$ cat src/rtl/ibex_alu_iter.sv
// Parametrised-width ALU with an iterative shifter/rotator.
// Add/logic/compare ops and zero-amount shifts complete at the accept edge.
// Shifts and rotates by a non-zero amount advance ShiftStep bits per cycle.
module ibex_alu_iter #(
  parameter int unsigned Width     = 32,
  parameter int unsigned ShiftStep = 1
) (
  input  logic             clk_i,
  input  logic             rst_ni,
  input  logic             valid_i,
  output logic             ready_o,
  input  logic [3:0]       operator_i,
  input  logic [Width-1:0] operand_a_i,
  input  logic [Width-1:0] operand_b_i,
  input  logic             flush_i,
  output logic             valid_o,
  output logic [Width-1:0] result_o,
  output logic             comparison_result_o,
  output logic             busy_o
);

  localparam int unsigned AW = $clog2(Width);
  localparam logic [AW:0] WIDTH_C = (AW+1)'(Width);
  localparam logic [AW:0] STEP_C  = (AW+1)'(ShiftStep);

  localparam logic [3:0] OP_ADD  = 4'd0;
  localparam logic [3:0] OP_SUB  = 4'd1;
  localparam logic [3:0] OP_XOR  = 4'd2;
  localparam logic [3:0] OP_OR   = 4'd3;
  localparam logic [3:0] OP_AND  = 4'd4;
  localparam logic [3:0] OP_SLL  = 4'd5;
  localparam logic [3:0] OP_SRL  = 4'd6;
  localparam logic [3:0] OP_SRA  = 4'd7;
  localparam logic [3:0] OP_ROL  = 4'd8;
  localparam logic [3:0] OP_ROR  = 4'd9;
  localparam logic [3:0] OP_SLT  = 4'd10;
  localparam logic [3:0] OP_SLTU = 4'd11;
  localparam logic [3:0] OP_EQ   = 4'd12;
  localparam logic [3:0] OP_NE   = 4'd13;
  localparam logic [3:0] OP_GE   = 4'd14;
  localparam logic [3:0] OP_GEU  = 4'd15;

  typedef enum logic {IDLE, SHIFT} state_e;

  state_e           state_q, state_d;
  logic [3:0]       op_q;
  logic [Width-1:0] work_q;
  logic [AW-1:0]    rem_q;

  logic [AW-1:0]    amt;
  logic             is_shift_op, is_cmp_op, signed_cmp;
  logic             accept, start_shift;
  logic [Width:0]   cmp_diff;
  logic             lt, eq;
  logic [Width-1:0] res_c;
  logic             flag_c;
  logic [AW:0]      rem_ext, s, inv_s;
  logic             last_step;
  logic [Width-1:0] work_nxt;

  assign ready_o     = (state_q == IDLE);
  assign busy_o      = (state_q == SHIFT);
  assign amt         = operand_b_i[AW-1:0];
  assign is_shift_op = (operator_i >= OP_SLL) && (operator_i <= OP_ROR);
  assign is_cmp_op   = (operator_i >= OP_SLT);
  assign signed_cmp  = (operator_i == OP_SLT) || (operator_i == OP_GE);
  assign accept      = valid_i & ready_o & ~flush_i;
  assign start_shift = accept & is_shift_op & (amt != '0);

  // Single subtractor for all compares: the extension bit selects signed/unsigned.
  assign cmp_diff = {signed_cmp & operand_a_i[Width-1], operand_a_i}
                  - {signed_cmp & operand_b_i[Width-1], operand_b_i};
  assign lt = cmp_diff[Width];
  assign eq = (cmp_diff[Width-1:0] == '0);

  // Single-cycle result: arithmetic, logic, compares and zero-amount shifts.
  always_comb begin
    res_c  = '0;
    flag_c = 1'b0;
    unique case (operator_i)
      OP_ADD:  res_c = operand_a_i + operand_b_i;
      OP_SUB:  res_c = operand_a_i - operand_b_i;
      OP_XOR:  res_c = operand_a_i ^ operand_b_i;
      OP_OR:   res_c = operand_a_i | operand_b_i;
      OP_AND:  res_c = operand_a_i & operand_b_i;
      OP_SLL, OP_SRL, OP_SRA, OP_ROL, OP_ROR: res_c = operand_a_i;
      OP_SLT, OP_SLTU: flag_c = lt;
      OP_EQ:   flag_c = eq;
      OP_NE:   flag_c = ~eq;
      OP_GE, OP_GEU: flag_c = ~lt;
      default: res_c = '0;
    endcase
    if (is_cmp_op) res_c = {{(Width-1){1'b0}}, flag_c};
  end

  // One iteration of the shifter: advance by min(ShiftStep, remaining).
  assign rem_ext   = {1'b0, rem_q};
  assign s         = (rem_ext < STEP_C) ? rem_ext : STEP_C;
  assign inv_s     = WIDTH_C - s;
  assign last_step = (rem_ext <= STEP_C);

  always_comb begin
    work_nxt = work_q;
    unique case (op_q)
      OP_SLL:  work_nxt = work_q << s;
      OP_SRL:  work_nxt = work_q >> s;
      OP_SRA:  work_nxt = Width'($signed(work_q) >>> s);
      OP_ROL:  work_nxt = (work_q << s) | (work_q >> inv_s);
      OP_ROR:  work_nxt = (work_q >> s) | (work_q << inv_s);
      default: work_nxt = work_q;
    endcase
  end

  // Next-state logic; flush forces IDLE above everything else.
  always_comb begin
    state_d = state_q;
    if (flush_i) begin
      state_d = IDLE;
    end else begin
      unique case (state_q)
        IDLE:    if (start_shift) state_d = SHIFT;
        SHIFT:   if (last_step) state_d = IDLE;
        default: state_d = IDLE;
      endcase
    end
  end

  // State register.
  always_ff @(posedge clk_i or negedge rst_ni) begin
    if (!rst_ni) state_q <= IDLE;
    else         state_q <= state_d;
  end

  // Datapath: operand capture, shift iteration and registered results.
  always_ff @(posedge clk_i or negedge rst_ni) begin
    if (!rst_ni) begin
      op_q                <= OP_ADD;
      work_q              <= '0;
      rem_q               <= '0;
      valid_o             <= 1'b0;
      result_o            <= '0;
      comparison_result_o <= 1'b0;
    end else begin
      valid_o <= 1'b0;
      if (!flush_i) begin
        if (start_shift) begin
          op_q   <= operator_i;
          work_q <= operand_a_i;
          rem_q  <= amt;
        end else if (accept) begin
          result_o            <= res_c;
          comparison_result_o <= flag_c;
          valid_o             <= 1'b1;
        end else if (state_q == SHIFT) begin
          work_q <= work_nxt;
          rem_q  <= rem_q - s[AW-1:0];
          if (last_step) begin
            result_o            <= work_nxt;
            comparison_result_o <= 1'b0;
            valid_o             <= 1'b1;
          end
        end
      end
    end
  end

endmodule

$ cat config.mk
export PLATFORM = sky130hd
export DESIGN_NAME = ibex_alu_iter
export DESIGN_NICKNAME = d
export VERILOG_FILES = /design/src/rtl/ibex_alu_iter.sv
export SDC_FILE = /design/constraint.sdc
export NUM_CORES = 1
export LEC_CHECK = 0
export BUFFER_PORTS_ARGS = -buffer_cell sky130_fd_sc_hd__buf_2
export CAP_MARGIN = 20
export CORE_UTILIZATION = 28
export CTS_BUF_LIST = sky130_fd_sc_hd__clkbuf_8 sky130_fd_sc_hd__clkbuf_16
export DETAILED_ROUTE_END_ITERATION = 10
export PLACE_DENSITY_LB_ADDON = 0.3
export SETUP_SLACK_MARGIN = 0.1
export SYNTH_ARGS = -nofsm -noshare
export SYNTH_HDL_FRONTEND = slang
export SYNTH_SLANG_ARGS = --single-unit
$ cat constraint.sdc
create_clock -name clk_i -period 11.9 [get_ports clk_i]
set_clock_uncertainty 0.05 [all_clocks]
set_input_delay 2.38 -clock clk_i [delete_from_list [all_inputs] [get_ports clk_i]]
set_output_delay 2.38 -clock clk_i [all_outputs]
set_load 0.03 [all_outputs]
==> results.md, run 1 <==
* Outcome: complete, no violations
* Startpoint types: input pin
* Diodes inserted at 0
* Setup Viol. Count Final at 0
* F_max at 0.138 GHz
* Routed WL at 49500 um
* Fraction of layout cells with a size suffix above 1 at 11.3%
* Asr flop ratio synth at 100%
* Sequential area share after synthesis at 15.8%
* Routed vias at between 10000 and 15000
* Tcrit/Tclk final at 61.1%
* Multi-input logic area at 0.00917 mm^2
* Most frequent cells in the layout: 187 x o21ai_0, 184 x nand2_1, 151 x nor2_1
* Crit path DAT at 7.50 ns
* Drt wl/cell at 22.2 um
* Slew @ Worst Pin at about 1.1 ns
* CTS Buf Count at 9
* Non-Filler Instances at roughly 2200
* Final Util at 31.3%
* Max_slew headroom at 29.6%
* Post-synth EDFFs at 0
* Largest net degree at the start of global routing at 55
* Buffer count from post-CTS setup fixing at 0
* Final Net Count at 1892
* Global-route wire length before repair at about 76000 um
* Required time worst endpoint at 12.12 ns
* Unrepaired setup endpoints after global routing: no
* Clock sink count at 76
* DP Area at 0.0129 mm^2
* Port Buffers at 107
* Final instance area at ~0.013 mm^2
* Placer Congestion at 0.971
* Worst hold slack at 0.432 ns
* Clock Latency Late Sink at 0.36 ns
* Final Hold Fails at 0
* TritonCTS clock tree: yes
* Core area at 0.0421 mm^2
* Syn avg cell area at 7.21 um^2
* Final TNS setup at 0 ns
* Synth Instances at 1665
* Primary FF master, synth: dfrtp_1
* Initial antenna violation count at 0
* Mapped Area at 0.0120 mm^2
* Avg Vias per Cell at 5.74
* Pwr/cell area at 153 mW/mm^2
* Placed cell count at 2216
* Min Tclk post-route at ~7.3 ns
* Post-Synthesis Net Count at 1869
* Die area at 0.0437 mm^2
* Clock transition at path regs at 0.06 ns
* Final-layout fill cell count at 4601
* GRT overflow at 0
* Total GRT Usage at 22.5%
* Area grow syn2layout at 9.89%
* Vias in the first global route at 12300
* Leading cell type in the layout, fill and taps excluded: o21ai_0
* Initial Util at 28.5%
* Cell variety after synth at 86
* Core Rows at between 70 and 80
* Worst Setup End Kind: flip-flop
* YS warnings at 0
* Crit path max fanout at 21
* Residual DRC at 0
* CTS root buf: clkbuf_16
* CTS HTree Levels at 3
* Die Y at 209 um
* Post-CTS resize count at 0
* FF+latch count, synth at 76
* Fin. max-slew vios at 0
* IO Pins at 108
* Storage cell area at around 0.0019 mm^2
* Hold_buf cts at 0
* Leakage Power at 5.82 nW
* DRT antenna net count at 0
* Max-capacitance violation count at 0
* Maximum vdd drop at a little under 60 uV
* First-pass DRT Iterations at 6
* Worst min path class: reg -> reg
* DRT iter0 DRCs at 1178
* HPWL after DPL at around 39000 um
* Die W at 209 um
* CTS max path bufs at 2
* WS Path Type: in -> reg
==> final timing paths <==
path	start	endpoint	slack [ns]	cells past startpoint
worst max-delay path	operator_i[2]	result_o[30]$_DFFE_PN0P_	4.63	17
worst min-delay path	result_o[25]$_DFFE_PN0P_	result_o[25]$_DFFE_PN0P_	0.43	2
worst max register to register	rem_q[1]$_DFFE_PN0P_	result_o[0]$_DFFE_PN0P_	6.92	18
worst min register to register	result_o[25]$_DFFE_PN0P_	result_o[25]$_DFFE_PN0P_	0.43	2
max in group asynchronous	rst_ni	work_q[23]$_DFFE_PN0P_	8.86	2
min in group asynchronous	rst_ni	op_q[1]$_DFFE_PN0P_	1.92	1
==> final cells by class <==
cell class | instances | area share (%)
clock buffers | 9 | 1.71
clock inverters | 7 | 0.616
inverters | 120 | 3.41
multi-input cells | 1352 | 69.4
flip-flops and latches | 76 | 14.4
well taps | 539 | 5.11
repair buffers | 129 | 5.33
==> flip-flops by register name, summed over array words and instances (netlist names) <==
name and flops:
busy_o 1, comparison_result_o 1, op_q 4, rem_q 5
result_o 32, valid_o 1, work_q 32
==> metrics by stage <==
step / worst slack (ns) / power [mW]
finish: 4.63 / 2.02
detailed placement: 4.35 / 1.72
global placement: 4.50 / 1.71
floorplan: 5.74 / 1.33
global route: 4.17 / 2.17
CTS: 4.71 / 2.01
==> metal layers <==
metal / global-route usage [%] / routed length (um) / share of wire (%)
met3: 1.98 / 2500 / 5.0
met1: 31.7 / 23000 / 46
met4: 7.18 / 1360 / 2.7
met5: 0 / 0 / 0
met2: 36.0 / 22700 / 46
==> cells in the mapped netlist, drive strengths merged, types with 10 or more instances <==
cell type  count  area, um^2
mux2i         49         490
nand2        184         691
a221oi        40         368
a21o          18         138
nand3         29         145
nor4          25         169
a22oi         16         120
nand2b        23         144
a211oi        10        80.1
clkbuf        86         324
a31oi         22         138
a22o          16         140
o21ai        190         951
a222oi        24         240
ha           130        1630
a21oi        123         616
dfrtp         76        1900
o211ai        13        97.6
inv          119         447
xnor2         56         490
nor2b         11        68.8
nand4         19         119
o31ai         17         128
nor2         152         573
nor3          32         170
buf           31         195
==> power breakdown <==
group          leakage (nW)  switching, mW  internal [mW]
sequential            0.967          0.165          0.358
clock                 0.147          0.123          0.165
combinational          4.71          0.777          0.432
==> worst max-delay path: stages <==
cell       delay [ns]
buf_2            0.16
or3_1            0.72
nor2_1           0.93
a31oi_1          0.12
xnor2_1          0.18
ha_1             0.37
a21o_1           0.19
a21oi_1          0.25
o21ai_0          0.18
a2111oi_0        0.51
o211ai_1         0.34
a31oi_1          0.42
o21ai_0          0.16
xnor2_1          0.14
o21ai_0          0.17
a21oi_1          0.09
o21ai_0          0.17
==> cell families after synthesis <==
kind of cell               count (synthesis)  share of synthesized area, %
AOI/OAI and AO/OA                        581                          32.0
buffers and inverters                    237                          8.07
muxes                                     62                          6.15
DFF                                       76                          15.8
adders and majority gates                132                          13.9
other                                      1                        0.0312
xor gates and xnor gates                  61                          4.45
and+or+nand+nor                          515                          19.6
No activity file was read; power rests on OpenSTA's default activity.
==> inputs of run 2 (changes only) <==
--- a/config.mk
+++ b/config.mk
@@ -5,6 +5,7 @@
 export SDC_FILE = /design/constraint.sdc
 export NUM_CORES = 1
 export LEC_CHECK = 0
+export ABC_AREA = 1
 export BUFFER_PORTS_ARGS = -buffer_cell sky130_fd_sc_hd__buf_2
 export CAP_MARGIN = 20
 export CORE_UTILIZATION = 28
==> constraint.sdc (replaced) <==
create_clock -name clk_i -period 6.7 [get_ports clk_i]
set_clock_uncertainty 0.05 [all_clocks]
set_input_delay 1.34 -clock clk_i [delete_from_list [all_inputs] [get_ports clk_i]]
set_output_delay 1.34 -clock clk_i [all_outputs]
set_load 0.03 [all_outputs]
==> results.md, run 2 <==
* Top-count cell post-synth: nand2_1
* Clk pwr share at 12.0% (-2.3 points)
* Area share of fa/ha/maj cells after synthesis at 13.1% (-0.79 points)
* Sw Share at 57.1% (+4.3 points)
* Final Util at 31.4% (+0.12 points)
* FF-to-FF End: result_o[26]$_DFFE_PN0P_
* WS Path Type: in -> reg
* Commonest cells post-synth: 539 x nand2_1, 322 x inv_1, 201 x nor2_1, 180 x a21oi_1, 130 x ha_1
* Synth area leaders: nand2_1 16%, dfrtp_1 15%, ha_1 13%, inv_1 9.5%, a21oi_1 7.1%
* Worst Setup SP: operand_b_i[1]
* Max_slew headroom at 40.0% (+10 points)
* CTS HTree Levels at 3 (unchanged)
* Final TNS setup at 0 ns (unchanged)
* WP buf/inv at 2 (+1)
* Final Hold Fails at 0 (unchanged)
* Combinational share of power at 65.3% (+5.5 points)
* F_max at 0.197 GHz
* Cell family with most CP delay: simple AND/OR/NAND/NOR gates
* Post-synth EDFFs at 0 (unchanged)
* Pwr/cell area at 265 mW/mm^2 (+73%)
* FF-to-FF Start: rem_q[3]$_DFFE_PN0P_
* Setup slack, reg-to-reg at 2.89 ns (-4.03 ns)
* Die W at 215 um (+3.0%)
* Slew @ Worst Pin at 0.899 ns (-0.154 ns)
* Post-Synth Simple-Gate Area at 31.0% (+11 points)
* Startpoint types: input pin
* Core Rows at 77 (+2.7%)
* Outcome: complete, no violations
* GRT overflow at 0 (unchanged)
* Clock Latency Late Sink at 0.36 ns (about the same)
* Residual DRC at 0 (unchanged)
* Leading cell type in the layout, fill and taps excluded: nand2_1
* Placer Congestion at 0.908 (-6.5%)
* Sw power at 2.12 mW (+99%)
* DRT antenna net count at 0 (unchanged)
* XOR/XNOR share of the synthesized area at 2.75% (-1.7 points)
* Placed cell count at 2781 (+25%)
* Clock transition at path regs at 0.06 ns (about the same)
* Crit path DAT at 5.29 ns (-2.21 ns)
* Worst Hold Depth at 2 (unchanged)
* Synth Instances at 2135 (+28%)
* Fin. max-slew vios at 0 (unchanged)
* Drt wl/cell at 19.3 um (-13%)
* YS warnings at 0 (unchanged)
* Cell variety after synth at 66 (-23%)
* Critical-path cell list: buf_2 > inv_1 > ha_1 > nand2_1 > nor2_2 > nand3_1 > nor3_2 > and3_1 > nand2_1 > nor3_2 > nor2_1 > xor2_1 > ha_1 > nand2_1 > nor4_1 > nand3_1 > nand3_1 > a21oi_1 > xor2_1 > o21ai_0 > nand2_1 > a31oi_1
* Mapped Area at 0.0127 mm^2 (+6.1%)
* Setup ws final at 1.63 ns (-2.99 ns)
* Slowest cell on crit path: nor4_1
* Maximum vdd drop at 118 uV (+100%)
* IO Pins at 108 (unchanged)
* Die area at 0.0464 mm^2 (+6.0%)
* Required time worst endpoint at 6.92 ns (-5.20 ns)
* Cell accounting for the most synthesized area: nand2_1
* Worst hold slack at 0.470 ns (+0.0383 ns)
* Unrepaired setup endpoints after global routing: no
* Reg2Reg Depth at 12 (-6)
* Avg Vias per Cell at 5.17 (-9.9%)
* Post-Synthesis Net Count at 2339 (+25%)
* Die Y at 215 um (+3.0%)
* Sequential area share after synthesis at 14.9% (-0.90 points)
* Max-capacitance violation count at 0 (unchanged)
* Primary FF master, synth: dfrtp_1
* Largest net degree at the start of global routing at 52 (-5.5%)
* Crit path top cell by count: nand2_1
* Leakage Power at 7.30 nW (+25%)
* Top flop regs: result_o: 32 flops, work_q: 32 flops, rem_q: 5 flops
* Sequential Power Share at 22.7% (-3.2 points)
* Share of the synthesized area in the top cell type at 15.9% (+0.049 points)
* Total GRT Usage at 22.8% (+0.27 points)
* Sink of the worst hold path: result_o[19]$_DFFE_PN0P_
* Initial Util at 28.6% (+0.11 points)
* TritonCTS clock tree: yes
* CTS Buf Count at 9 (unchanged)
* Syn avg cell area at 5.97 um^2 (-17%)
* Non-Filler Instances at 2796 (+25%)
* Area grow syn2layout at 9.88% (about the same)
* Max incr delay on CP at 0.45 ns (-0.48 ns)
* Initial antenna violation count at 1 (+1)
* Most frequent cells in the layout: 539 x nand2_1, 323 x inv_1, 200 x nor2_1
* Post-Place Worst Slack at 1.34 ns (-3.01 ns)
* Main combinational cell family by area after synthesis: simple AND/OR/NAND/NOR gates
* Final-layout fill cell count at 5116 (+11%)
* CTS root buf: clkbuf_16
* Fraction of layout cells with a size suffix above 1 at 9.39% (-1.9 points)
* Asr flop ratio synth at 100% (unchanged)
* Worst min path class: reg -> reg
* FF+latch count, synth at 76 (unchanged)
* Tcrit/Tclk final at between 70% and 80%
* Min Tclk post-route at 5.07 ns
* Diodes inserted at 0 (unchanged)
* CTS max path bufs at 2 (unchanged)
* Core area at 0.0445 mm^2 (+5.6%)
* Routed WL at 54000 um (+8.9%)
* Port Buffers at 107 (unchanged)
* HPWL after DPL at 44600 um (+14%)
* Hold path start: result_o[19]$_DFFE_PN0P_
* Hold_buf cts at 0 (unchanged)
* DRT iter0 DRCs at 1200 (+1.9%)
* Routed vias at 14500 (+13%)
* Setup Viol. Count Final at 0 (unchanged)
* Global-route wire length before repair at 81200 um (+6.3%)
* P_int at 1.60 mW (+67%)
* Buffer count from post-CTS setup fixing at 0 (unchanged)
* Final Net Count at 2404 (+27%)
* Worst Setup End Kind: flip-flop
* Crit path max fanout at 6 (-71%)
* Vias in the first global route at 13800 (+13%)
* First-pass DRT Iterations at 6 (unchanged)
* Post-CTS resize count at 0 (unchanged)
* Mux contribution to synthesized area at 0% (-6.1 points)
* Complex-gate fraction of the synthesized area at 25.0% (-7.0 points)
* Clock sink count at 76 (unchanged)
run 2: how the worst max path moves through the flow:
stage                     cells past startpoint  slack, ns                       end
after global placement                       22       1.45  result_o[29]$_DFFE_PN0P_
final                                        22       1.63  result_o[29]$_DFFE_PN0P_
after global routing                         22       1.37  result_o[29]$_DFFE_PN0P_
after floorplan                              22       2.40  result_o[30]$_DFFE_PN0P_
after CTS                                    22       1.70  result_o[29]$_DFFE_PN0P_
after detailed placement                     22       1.34  result_o[29]$_DFFE_PN0P_
run 2: cell families after synthesis:
family,count (synthesis)
XOR/XNOR,40
AO/OA/AOI/OAI,539
flip-flops,76
AND/OR/NAND/NOR,936
other,1
buffers and inverters,411
adder cells (fa/ha/maj),132
run 2: worst min-delay path, stage by stage (launching register included):
cell and delay (ns):
dfrtp_1 0.37, nand2_1 0.06, nand2_1 0.06
run 2: routing by layer:
| metal | track usage, % | vias up | part of all wire (%) |
|---|---|---|---|
| met4 | 8.51 | 0 | 3.5 |
| met1 | 30.5 | 6741 | 46 |
| met5 | 0 | - | 0 |
| met3 | 1.83 | 80 | 4.4 |
| li1 | - | 7187 | - |
| met2 | 37.9 | 443 | 46 |
run 2: area by class of cell:
cell class | count | area (um^2) | share of cell area (%)
clock inverter | 6 | 33.8 | 0.241
clock buffer | 9 | 225 | 1.61
inverter | 344 | 1290 | 9.24
tap | 592 | 741 | 5.29
multi-input combinational | 1648 | 9160 | 65.4
sequential | 76 | 1900 | 13.6
timing repair buffer | 121 | 643 | 4.59
run 2: power groups by stage:
| stage | Combinational (mW) | Sequential [mW] | Clock [mW] |
|---|---|---|---|
| finish | 2.43 | 0.843 | 0.447 |
| global route | 2.67 | 0.866 | 0.469 |
| CTS | 2.40 | 0.844 | 0.456 |
| detailed placement | 2.39 | 0.851 | 0 |
| global placement | 2.39 | 0.852 | 0 |
| floorplan | 1.52 | 0.956 | 0 |
run 2: per-stage QoR:
step	total power [mW]	area [um^2]
floorplan	2.47	12700
global placement	3.24	13700
detailed placement	3.24	13700
CTS	3.70	14000
global route	4.00	14000
finish	3.72	14000
